<file path="src/rtl/rv32_pkg.sv">
// Shared RV32I pipeline constants: PC select codes, fetch FSM encoding and reset defaults.
package rv32_pkg;

  localparam int unsigned XLEN = 32;

  localparam logic [1:0] PC_SEL_SEQ  = 2'b00;
  localparam logic [1:0] PC_SEL_BR   = 2'b01;
  localparam logic [1:0] PC_SEL_JAL  = 2'b10;
  localparam logic [1:0] PC_SEL_JALR = 2'b11;

  localparam logic [XLEN-1:0] NOP_INSTR = 32'h0000_0013;
  localparam logic [XLEN-1:0] RESET_PC  = 32'h0000_0000;

  typedef enum logic [1:0] {
    FETCH_RUN   = 2'd0,
    FETCH_DRAIN = 2'd1,
    FETCH_ERROR = 2'd2
  } fetch_state_e;

endpackage

</file>
<file path="src/rtl/next_pc_mux.sv">
// Selects the next fetch target from the PC select code and flags word misalignment.
module next_pc_mux
  import rv32_pkg::*;
(
  input  logic [XLEN-1:0] pc_i,
  input  logic [1:0]      pc_sel_i,
  input  logic [XLEN-1:0] branch_target_i,
  input  logic [XLEN-1:0] jal_target_i,
  input  logic [XLEN-1:0] jalr_target_i,
  output logic [XLEN-1:0] target_o,
  output logic            misaligned_o
);

  always_comb begin
    target_o = pc_i + XLEN'(4);
    unique case (pc_sel_i)
      PC_SEL_SEQ:  target_o = pc_i + XLEN'(4);
      PC_SEL_BR:   target_o = branch_target_i;
      PC_SEL_JAL:  target_o = jal_target_i;
      PC_SEL_JALR: target_o = jalr_target_i & ~XLEN'(1);
      default:     target_o = pc_i + XLEN'(4);
    endcase
  end

  // JALR bit 0 is already cleared, so bit 1 alone decides for that case.
  assign misaligned_o = |target_o[1:0];

endmodule

</file>
<file path="src/rtl/fetch_unit.sv">
// RV32I IF stage: owns the PC, drives the imem request handshake and loads IF/ID,
// honouring redirects/flushes from EX and load-use stalls from the hazard unit.
module fetch_unit #(
  parameter logic [31:0] RESET_PC  = rv32_pkg::RESET_PC,
  parameter logic [31:0] NOP_INSTR = rv32_pkg::NOP_INSTR
) (
  input  logic        clk,
  input  logic        rst,
  input  logic [1:0]  pc_sel,
  input  logic        flush,
  input  logic [31:0] branch_target,
  input  logic [31:0] jal_target,
  input  logic [31:0] jalr_target,
  input  logic        stall,
  output logic        imem_req,
  output logic [31:0] imem_addr,
  input  logic [31:0] imem_rdata,
  input  logic        imem_ready,
  output logic [31:0] ifid_pc,
  output logic [31:0] ifid_instr,
  output logic        ifid_valid,
  output logic        is_flushed,
  output logic        misalign_err
);
  import rv32_pkg::*;

  fetch_state_e    state_q;
  logic [XLEN-1:0] pc_q;
  logic [XLEN-1:0] pend_pc_q;
  logic [XLEN-1:0] ifid_pc_q;
  logic [XLEN-1:0] ifid_instr_q;
  logic            ifid_valid_q;
  logic            is_flushed_q;
  logic            misalign_err_q;

  logic [XLEN-1:0] target;
  logic            target_misaligned;

  next_pc_mux u_next_pc_mux (
    .pc_i            (pc_q),
    .pc_sel_i        (pc_sel),
    .branch_target_i (branch_target),
    .jal_target_i    (jal_target),
    .jalr_target_i   (jalr_target),
    .target_o        (target),
    .misaligned_o    (target_misaligned)
  );

  // Request drops during reset and once a misaligned redirect has parked the unit.
  assign imem_req     = !rst && (state_q != FETCH_ERROR);
  assign imem_addr    = pc_q;
  assign ifid_pc      = ifid_pc_q;
  assign ifid_instr   = ifid_instr_q;
  assign ifid_valid   = ifid_valid_q;
  assign is_flushed   = is_flushed_q;
  assign misalign_err = misalign_err_q;

  always_ff @(posedge clk) begin
    if (rst) begin
      state_q        <= FETCH_RUN;
      pc_q           <= RESET_PC;
      pend_pc_q      <= RESET_PC;
      ifid_pc_q      <= '0;
      ifid_instr_q   <= NOP_INSTR;
      ifid_valid_q   <= 1'b0;
      is_flushed_q   <= 1'b0;
      misalign_err_q <= 1'b0;
    end else begin
      unique case (state_q)
        FETCH_RUN: begin
          if (flush) begin
            ifid_valid_q <= 1'b0;
            ifid_instr_q <= NOP_INSTR;
            if (target_misaligned) begin
              is_flushed_q   <= 1'b0;
              misalign_err_q <= 1'b1;
              state_q        <= FETCH_ERROR;
            end else begin
              is_flushed_q <= 1'b1;
              if (imem_ready) begin
                pc_q <= target;
              end else begin
                // Address must stay stable until the outstanding request completes.
                pend_pc_q <= target;
                state_q   <= FETCH_DRAIN;
              end
            end
          end else if (stall) begin
            // Hold everything; any response this cycle is dropped and refetched.
          end else if (imem_ready) begin
            ifid_pc_q    <= pc_q;
            ifid_instr_q <= imem_rdata;
            ifid_valid_q <= 1'b1;
            is_flushed_q <= 1'b0;
            pc_q         <= pc_q + XLEN'(4);
          end else begin
            ifid_valid_q <= 1'b0;
            ifid_instr_q <= NOP_INSTR;
            is_flushed_q <= 1'b0;
          end
        end

        FETCH_DRAIN: begin
          ifid_valid_q <= 1'b0;
          ifid_instr_q <= NOP_INSTR;
          is_flushed_q <= 1'b0;
          if (flush) begin
            if (target_misaligned) begin
              misalign_err_q <= 1'b1;
              state_q        <= FETCH_ERROR;
            end else begin
              is_flushed_q <= 1'b1;
              if (imem_ready) begin
                pc_q    <= target;
                state_q <= FETCH_RUN;
              end else begin
                pend_pc_q <= target;
              end
            end
          end else if (imem_ready) begin
            pc_q    <= pend_pc_q;
            state_q <= FETCH_RUN;
          end
        end

        FETCH_ERROR: begin
          ifid_valid_q   <= 1'b0;
          ifid_instr_q   <= NOP_INSTR;
          is_flushed_q   <= 1'b0;
          misalign_err_q <= 1'b1;
        end

        default: begin
          state_q <= FETCH_ERROR;
        end
      endcase
    end
  end

endmodule

</file>
<file path="config.mk">
export PLATFORM = sky130hd
export DESIGN_NAME = fetch_unit
export DESIGN_NICKNAME = d
export VERILOG_FILES = /design/src/rtl/rv32_pkg.sv /design/src/rtl/next_pc_mux.sv /design/src/rtl/fetch_unit.sv
export SDC_FILE = /design/constraint.sdc
export NUM_CORES = 1
export LEC_CHECK = 0
export BUFFER_PORTS_ARGS = -buffer_cell sky130_fd_sc_hd__clkbuf_2
export CORE_MARGIN = 4
export CORE_UTILIZATION = 45
export CTS_CLUSTER_DIAMETER = 100
export DETAILED_ROUTE_END_ITERATION = 7
export GPL_ROUTABILITY_DRIVEN = 0
export PLACE_DENSITY = 0.72
export SLEW_MARGIN = 10
export SYNTH_ARGS = -nofsm -noshare
export SYNTH_HDL_FRONTEND = slang
export SYNTH_SLANG_ARGS = --single-unit
</file>
<file path="constraint.sdc">
create_clock -name clk -period 4.95 [get_ports clk]
set_input_delay 0.2475 -clock clk [delete_from_list [all_inputs] [get_ports clk]]
set_output_delay 0.2475 -clock clk [all_outputs]
set_load 0.05 [all_outputs]
</file>
[Word level (Yosys, flattened, before mapping)]
Cells that the tools add are included.
Storage, ports and cells
  bits in registers: 133
  input bits: 135
  output and inout port bits: 100
  word-level logic and storage cells: 77
Operators by class
  add/sub/neg operators: 1
  equal/unequal tests: 13
  muxes and demuxes: 32
  bitwise logic cells: 5
  reduce and logical (&&, ||, !) cells: 18
Operators by type and width (number)
  $mux W32: 10
  $pmux W32 S2: 2
  $pmux W32 S4: 1
  $add A32 B3 Y32 const B: 1
  $mux W2: 6
  $ne A3 B3 Y1 const B: 4
  $reduce_and A4 Y1: 3
  $mux W1: 9
  $eq A2 B2 Y1 const B: 3
  $pmux W2 S3: 1
  $reduce_and A3 Y1: 2
  $reduce_bool A2 Y1: 3
  $reduce_or A2 Y1: 3
  $not A1 Y1: 5
  $eq A2 B1 Y1 const B: 2
  $logic_not A2 Y1: 2
  $ne A2 B1 Y1 const B: 2
  $ne A2 B2 Y1 const B: 2
  $pmux W1 S2: 2
  $reduce_and A2 Y1: 2
  $pmux W1 S3: 1
  $reduce_bool A3 Y1: 1
  $logic_and A1 B1 Y1: 1
  $logic_not A1 Y1: 1

[Logic depth before layout (Yosys ltp)]
Gate-level depths: netlist of run 1.
  depth in word-level cells: 6
  mapped depth: 11
  gate-level depth less buffers: 8

[Cells and area by module]
From an unflattened synthesis of run 1, not the netlist that was laid out.
Second synthesis, totals
  cells, all modules: 874
  area, all modules: 7377.1 sq um
By module, submodules not included
  fetch_unit: instances 1, cells each 744, area each 5957.0 sq um, seq. area each 2662.6 sq um
  next_pc_mux: instances 1, cells each 130, area each 1420.1 sq um, seq. area each 0.0 sq um

[Worst setup path before layout of run 1]
No wires, ideal clock.
  path kind: flip-flop to flip-flop
  start point: register pc_q[10], in the netlist imem_addr[10]
  end point: register pend_pc_q[30]
  setup time: 0.137 ns
  arrival: 2.508 ns
  required time: 4.813 ns
  path slack: 2.305 ns
  cell stages (with the launch flop): 8
  path buffers: 1
  period minus slack after synthesis: 2.645 ns
  path through: dfxtp_1 -> buf_2 -> nand4_4 -> or4_4 -> nor4_4 -> xor2_1 -> a222oi_1 -> a211oi_1
On the way
  word-level cells in the longest chain between the ends: 2
RTL lines
  start: declaration: line fetch_unit.sv:28  | logic [XLEN-1:0] pc_q;
  start signal: assignment: line fetch_unit.sv:81  | pc_q <= target;
  start signal: assignment: line fetch_unit.sv:95  | pc_q <= pc_q + XLEN'(4);
  start signal: assignment: line fetch_unit.sv:114  | pc_q <= target;
  $add A32 B3 Y32: line next_pc_mux.sv:17  | PC_SEL_SEQ: target_o = pc_i + XLEN'(4);
  $pmux W32 S4: line next_pc_mux.sv:16  | unique case (pc_sel_i)
  end signal: assignment: line fetch_unit.sv:84  | pend_pc_q <= target;
  end signal: assignment: line fetch_unit.sv:117  | pend_pc_q <= target;
  end: declaration: line fetch_unit.sv:29  | logic [XLEN-1:0] pend_pc_q;
No other way between the ends.
A chain may end at the register's enable or synchronous reset.

[Worst setup path in the final report of run 1]
  start point: register state_q[0]
  end point: register ifid_instr_q[18], in the netlist ifid_instr[18]
On the way
  word-level cells in the longest chain between the ends: 4
  elaborated cells between the ends (all ways): 8
  classes of those cells: eq/ne: 3; mux: 1; reduce/logical: 4
RTL lines
  start: declaration: line fetch_unit.sv:27  | fetch_state_e state_q;
  start signal: assignment: line fetch_unit.sv:60  | state_q <= FETCH_RUN;
  start signal: assignment: line fetch_unit.sv:77  | state_q <= FETCH_ERROR;
  start signal: assignment: line fetch_unit.sv:85  | state_q <= FETCH_DRAIN;
  $eq A2 B1 Y1 or $eq A2 B2 Y1 (tied branches): line fetch_unit.sv:69  | unique case (state_q)
  $reduce_or A2 Y1 (no line)
  $reduce_bool A2 Y1 (no line)
  $reduce_and A2 Y1 (no line)
  end signal: assignment: line fetch_unit.sv:92  | ifid_instr_q <= imem_rdata;
  end: declaration: line fetch_unit.sv:31  | logic [XLEN-1:0] ifid_instr_q;
Parallel ways exist; a longest one is shown, timed or not.

==> results.md, run 1 <==
- Post-synth top area share: about 37%
- FF-to-FF path depth: 8
- Final worst slack: roughly 1900 ps
- CP required: between 5000 and 6000 ps
- Netlist cell types: just under 70
- Num CTS Buffers: 17
- Min Tclk post-route: 3079 ps
- Post-synth EDFFs: 0
- Die width: around 130 um
- Reg2reg start: state_q[0]
- CP most frequent cell: nor2_1
- Top area cells in the synthesized netlist: dfxtp_1 (37%), nand2_1 (6.7%), nor2_1 (6.2%)
- Most frequent cells after synthesis: dfxtp_1 (133), nand2_1 (129), nor2_1 (119)
- # rows: 45
- Setup TNS: 0 ps
- WHS Endpoint: ifid_instr[4]
- Initial Util: a little under half
- Routed WL: between 20000 and 30000 um
- Vias: between 7000 and 8000
- Total chip power: 4.033 mW
- First-pass GRT wire length: slightly below 40000 um
- Worst-Margin Slew: around 1200 ps
- Min-Delay Startpoint: imem_rdata[4]
- Setup Buffers After CTS: 0
- Clock Skews: about 12 ps
- Worst r2r dst: ifid_instr[18]
- RSZ-0062 raised after global routing: false
- Delay-heaviest family, CP: simple AND/OR/NAND/NOR gates
- P&R area growth vs syn: 25.45%
- Max Slew Vio Count: 0
- Mapped Area: a little over 7000 um^2
- Cell count along the critical path: 8
- P per Cell Area: about 450 nW/um^2
- Inserted Diodes: 0
- Reg2reg setup slack: around 1900 ps
- Clk Latency, worst-skew pair: roughly 430 ps
- CP endpoint kind: flop
- Cells along the critical path: inv_1, ha_1, nor2_1, a21o_1, nor3_2, buf_4, a22oi_1, nor2_1
- Worst setup SP type: flop
- Worst VDD drop: roughly 0.0003 V
- CP max stage cell: nor3_2
- Synth Flop Type: dfxtp_1
- Sequential-to-total area share from yosys stat: 37.00%
- Placement Setup Slack: 1861 ps
- Syn Inst Count: roughly 900
- Hold slack final: between 30 and 40 ps
- Syn nets: ~1000
- Cts repair resizes: 0
- Vias per std cell: 5.944
- Post-Layout Cell Count: approximately 1300
- Worst-case clock buffer depth: 2
- Slew margin rel.: between 20% and 30%
- Data arrival, critical path: about 3400 ps
- H-tree Lvls: 4
- Synth Register Bits: between 100 and 150
- Mapped Avg Cell Area: about 8.0 um^2
- TritonCTS clock tree: yes
- Critical path class: flop to flop
- Max Cap Viol: 0
- Die ar.: 18080 um^2
- Async set-reset flop share out of synthesis: 0%
- Largest stage delay on the critical path: between 900 and 1000 ps
- DP Wirelength: about 18000 um
- Count leader, synth: dfxtp_1
- Layout cells sized above 1: 29.18%
- I/O Buffers: 233
- Period utilization: between 60% and 70%
- Crit Path Max Fanout: 34
- Util after Layout: between 50 and 60%
- Initial antenna violation count: 0
- Post-Place Cell Area: 8421 um^2
- Ports: 235
- FILL cells: ~1500
- Hold buffer count at CTS: 0
- Final net count: between 1000 and 1500
- Bufs and invs on worst path: 2
- Routed Antenna Nets: 0
- Largest net degree at the start of global routing: 85
- Final Hold Viols: 0
- Initial drt markers: 833
- Peak Freq: 324.8 MHz
- Grt ovf: 0
- Drt pass-1 iters: 6
- DIE HEIGHT: around 130 um
- Worst min path class: primary input to flop
- Clock slew at reported path FFs: roughly 60 ps
- Ys Warns: 0
- Yosys top cell by area: dfxtp_1
- Core area: 15430 um^2
- Final Cell Area: between 9000 and 10000 um^2
- Leak pwr: 3.710 nW
- Endpoints failing setup: 0
- Hold Path Depth: 3
- DRC Markers: 0
- Dpl cells: about 1300
- All-Layer GR Usage: a little over a quarter
- Status: finished, final reports clean
- Clock root cell: clkbuf_16
- WL/cell: ~19 um
- CTS Sinks: 133
- Vias in the first global route: about 7300
[layout make-up]
| cell class | count | area [um^2] | area share [%] |
|---|---|---|---|
| Multi-Input combinational cell | 680 | 4202 | 46.54 |
| Inverter | 11 | 41.29 | 0.4573 |
| Sequential cell | 133 | 2663 | 29.49 |
| Tap cell | 211 | 264.0 | 2.924 |
| Clock inverter | 15 | 182.7 | 2.023 |
| Clock buffer | 17 | 425.4 | 4.712 |
| Timing Repair Buffer | 244 | 1251 | 13.86 |
[logic make-up after synthesis]
family,after synthesis,synth area share (%)
XOR/XNOR,20,2.434
adder cells (fa/ha/maj),5,0.8693
buffers and inverters,90,4.833
flip-flops,133,37.00
AO/OA/AOI/OAI,250,23.52
multiplexers,40,7.806
AND/OR/NAND/NOR,365,23.54
[state kept, by name, indices dropped and copies added (netlist names)]
register and flops:
is_flushed 1, ifid_pc 32, imem_addr 32, state_q 2
ifid_instr 32, misalign_err 1, ifid_valid 1, pend_pc_q 32
[cells in the final DEF (no fill, tap or decap), drive strengths merged, types with 8 or more instances in the layout]
master and n:
nand2 129, o22ai 10, mux4 12, dfxtp 133, buf 12, nand2b 13
a31oi 8, nor4 10, mux2i 19, or2 10, clkbuf 249, o21ai 32
a211oi 21, nor2 119, a22oi 36, nand4 13, xnor2 13, nand3 22
nor3 23, o221ai 9, mux2 9, a21oi 66, inv 20
[worst reg2reg max path: cells and delay by family (launching register included)]
| family | cells | cell delay [ps] |
|---|---|---|
| fa+ha+maj | 1 | 390 |
| buf+inv | 2 | 460 |
| simple gates | 3 | 1180 |
| flops | 1 | 340 |
| compound gates | 2 | 630 |
[report_power, final]
group          internal (mW)  total [mW]  switching, mW
sequential              1.19        1.36          0.170
combinational          0.404        1.38          0.980
clock                  0.725        1.29          0.563
total                   2.32        4.03           1.71
[how the worst max path moves through the flow]
stage / slack [ps] / from / to
after detailed placement: 1860 / state_q[0] / ifid_instr[18]
after CTS: 1850 / state_q[0] / ifid_instr[18]
final: 1870 / state_q[0] / ifid_instr[18]
after floorplan: 2300 / imem_addr[10] / pend_pc_q[30]
after global placement: 1920 / state_q[0] / ifid_instr[9]
after global routing: 1510 / state_q[1] / ifid_instr[18]
[per-layer routing]
metal	share of wire, %	routed length (um)	global-route usage [%]
met1	41	10250	36.28
met2	46	11690	42.96
met5	0	0	0
met4	2.4	605	9.615
met3	11	2692	7.973
Power figures use the tool's default switching activity.
==> inputs of run 2 (changes only) <==
- PLACE_DENSITY: 0.72 -> 0.75
- clock period: 4.95 -> 2.57 ns (I/O delays scaled with it)
==> run 2 against run 1 <==
Global-route usage rose by 1.3 points. First-iteration DRC count rose by 43%. Final area rose by 8.7%. Worst setup slack got worse by 1800 ps. Critical endpoint is now pend_pc_q[30].
==> results.md, run 2 (same netlist as run 1, synthesis figures left out) <==
- Status: finished, final reports clean
- Drt pass-1 iters: 6
- Final net count: about 1300
- First-pass GRT wire length: 41380 um
- Worst VDD drop: 0.0005105 V
- DIE HEIGHT: approximately 130 um
- Routed Antenna Nets: 0
- Largest stage delay on the critical path: ~580 ps
- Util after Layout: 63.63%
- H-tree Lvls: 4
- Most frequent cells in the layout: clkbuf_2 (232), nand2_1 (129), dfxtp_1 (129)
- CP required: between 2000 and 3000 ps
- Die width: about 130 um
- Cts repair resizes: 0
- DP Wirelength: 18700 um
- Peak Freq: 405.3 MHz
- Worst setup SP type: flop
- Min Tclk post-route: around 2500 ps
- Endpoints failing setup: 0
- CP max stage cell: or4_4
- Initial drt markers: approximately 1200
- Clock Skews: roughly 10 ps
- Slew margin rel.: about half
- Post-Layout Cell Count: roughly 1400
- Vias per std cell: roughly 5.9
- Worst min path class: primary input to flop
- Vias in the first global route: just under 8000
- I/O Buffers: ~230
- Largest net degree at the start of global routing: 68
- Die ar.: between 15000 and 20000 um^2
- Initial antenna violation count: 0
- Setup Buffers After CTS: 0
- WL/cell: 19.10 um
- Inserted Diodes: 0
- Leak pwr: around 4.1 nW
- Critical path class: flop to flop
- Cells along the critical path: nand4_4, or4_4, nor4_4, xor2_1, a222oi_1, a211oi_1
- All-Layer GR Usage: ~29%
- CTS Sinks: 133
- Clock slew at reported path FFs: 70 ps
- Layout cells sized above 1: 31.76%
- CP endpoint kind: flop
- Reg2reg setup slack: 100 ps
- Period utilization: a little over nine tenths
- Routed WL: 26650 um
- Num CTS Buffers: 17
- Commonest non-fill, non-tap cell in the layout: clkbuf_2
- Dpl cells: between 1000 and 1500
- TritonCTS clock tree: yes
- RSZ-0062 raised after global routing: false
- Ports: 235
- Crit Path Max Fanout: 8
- Clock root cell: clkbuf_16
- DRC Markers: 0
- Post-Place Cell Area: about 8900 um^2
- Vias: slightly above 8000
- Setup TNS: 0 ps
- P&R area growth vs syn: 36.39%
- P per Cell Area: 837.1 nW/um^2
- Initial Util: ~47%
- Total chip power: about 8.2 mW
- Max Slew Vio Count: 0
- Worst-case clock buffer depth: 2
- # rows: 45
- Core area: 15430 um^2
- Worst-Margin Slew: 756.9 ps
- Max Cap Viol: 0
- Data arrival, critical path: approximately 2800 ps
- Clk Latency, worst-skew pair: between 400 and 500 ps
- Final Hold Viols: 0
- Grt ovf: 0
- Final Cell Area: roughly 9800 um^2
[run 2: changes by cell type in the layout (fill, tap and decap cells not counted), sizes merged]
cell / delta
buf: +52
dlygate4sd3: +32
bufinv: +1
clkinv: -1
[run 2: area by class of cell]
cell class | count | area [um^2]
Sequential cell | 133 | 2668
Clock inverter | 15 | 206.4
Inverter | 11 | 41.29
Tap cell | 211 | 264.0
Multi-Input combinational cell | 680 | 4199
Timing Repair Buffer | 328 | 2012
Fill cell | 1291 | 5612
Clock buffer | 17 | 425.4
[run 2: worst max-delay path, delay by kind of cell (launching register included)]
kind | cells | cell delay (ps)
AO/OA/AOI/OAI | 2 | 590
XOR/XNOR | 1 | 130
flip-flops | 1 | 500
AND/OR/NAND/NOR | 3 | 1110
[run 2: routing by layer]
metal / track usage (%) / part of all wire (%) / vias up
met4: 10.92 / 3.3 / 0
met3: 7.489 / 12 / 87
met1: 37.74 / 40 / 3738
li1: - / - / 3824
met2: 45.67 / 45 / 527
met5: 0 / 0 / -
[run 2: path summary, 6_finish.rpt]
check                                     from             to  cells past startpoint
worst max-delay path             imem_addr[14]  pend_pc_q[30]                      6
worst min-delay path            jal_target[11]  imem_addr[11]                      3
worst max register to register   imem_addr[14]  pend_pc_q[30]                      6
worst min register to register     ifid_pc[26]    ifid_pc[26]                      2
[run 2: metrics by stage]
step | worst slack (ps) | hold slack [ps]
2_1_floorplan | 2.641 | 256.8
3_3_place_gp | 240.7 | 343.2
3_5_place_dp | 158.7 | 351.9
4_1_cts | 128.5 | 59.90
5_1_grt | 0.3069 | 66.74
6_report | 102.5 | 63.71
[run 2: report_power, final]
part,leakage [nW],switching [mW],internal (mW),total (mW)
registers,1.08,0.195,2.30,2.49
clock network,0.311,1.11,1.50,2.60
logic,2.75,2.10,1.02,3.12
total,4.14,3.40,4.82,8.22
[run 2: what timing repair did]
item / in CTS / in global routing
hold endpoints to repair: 32 / 0
hold buffers: 32 / 0
endpoints found under the setup margin: 0 / 0
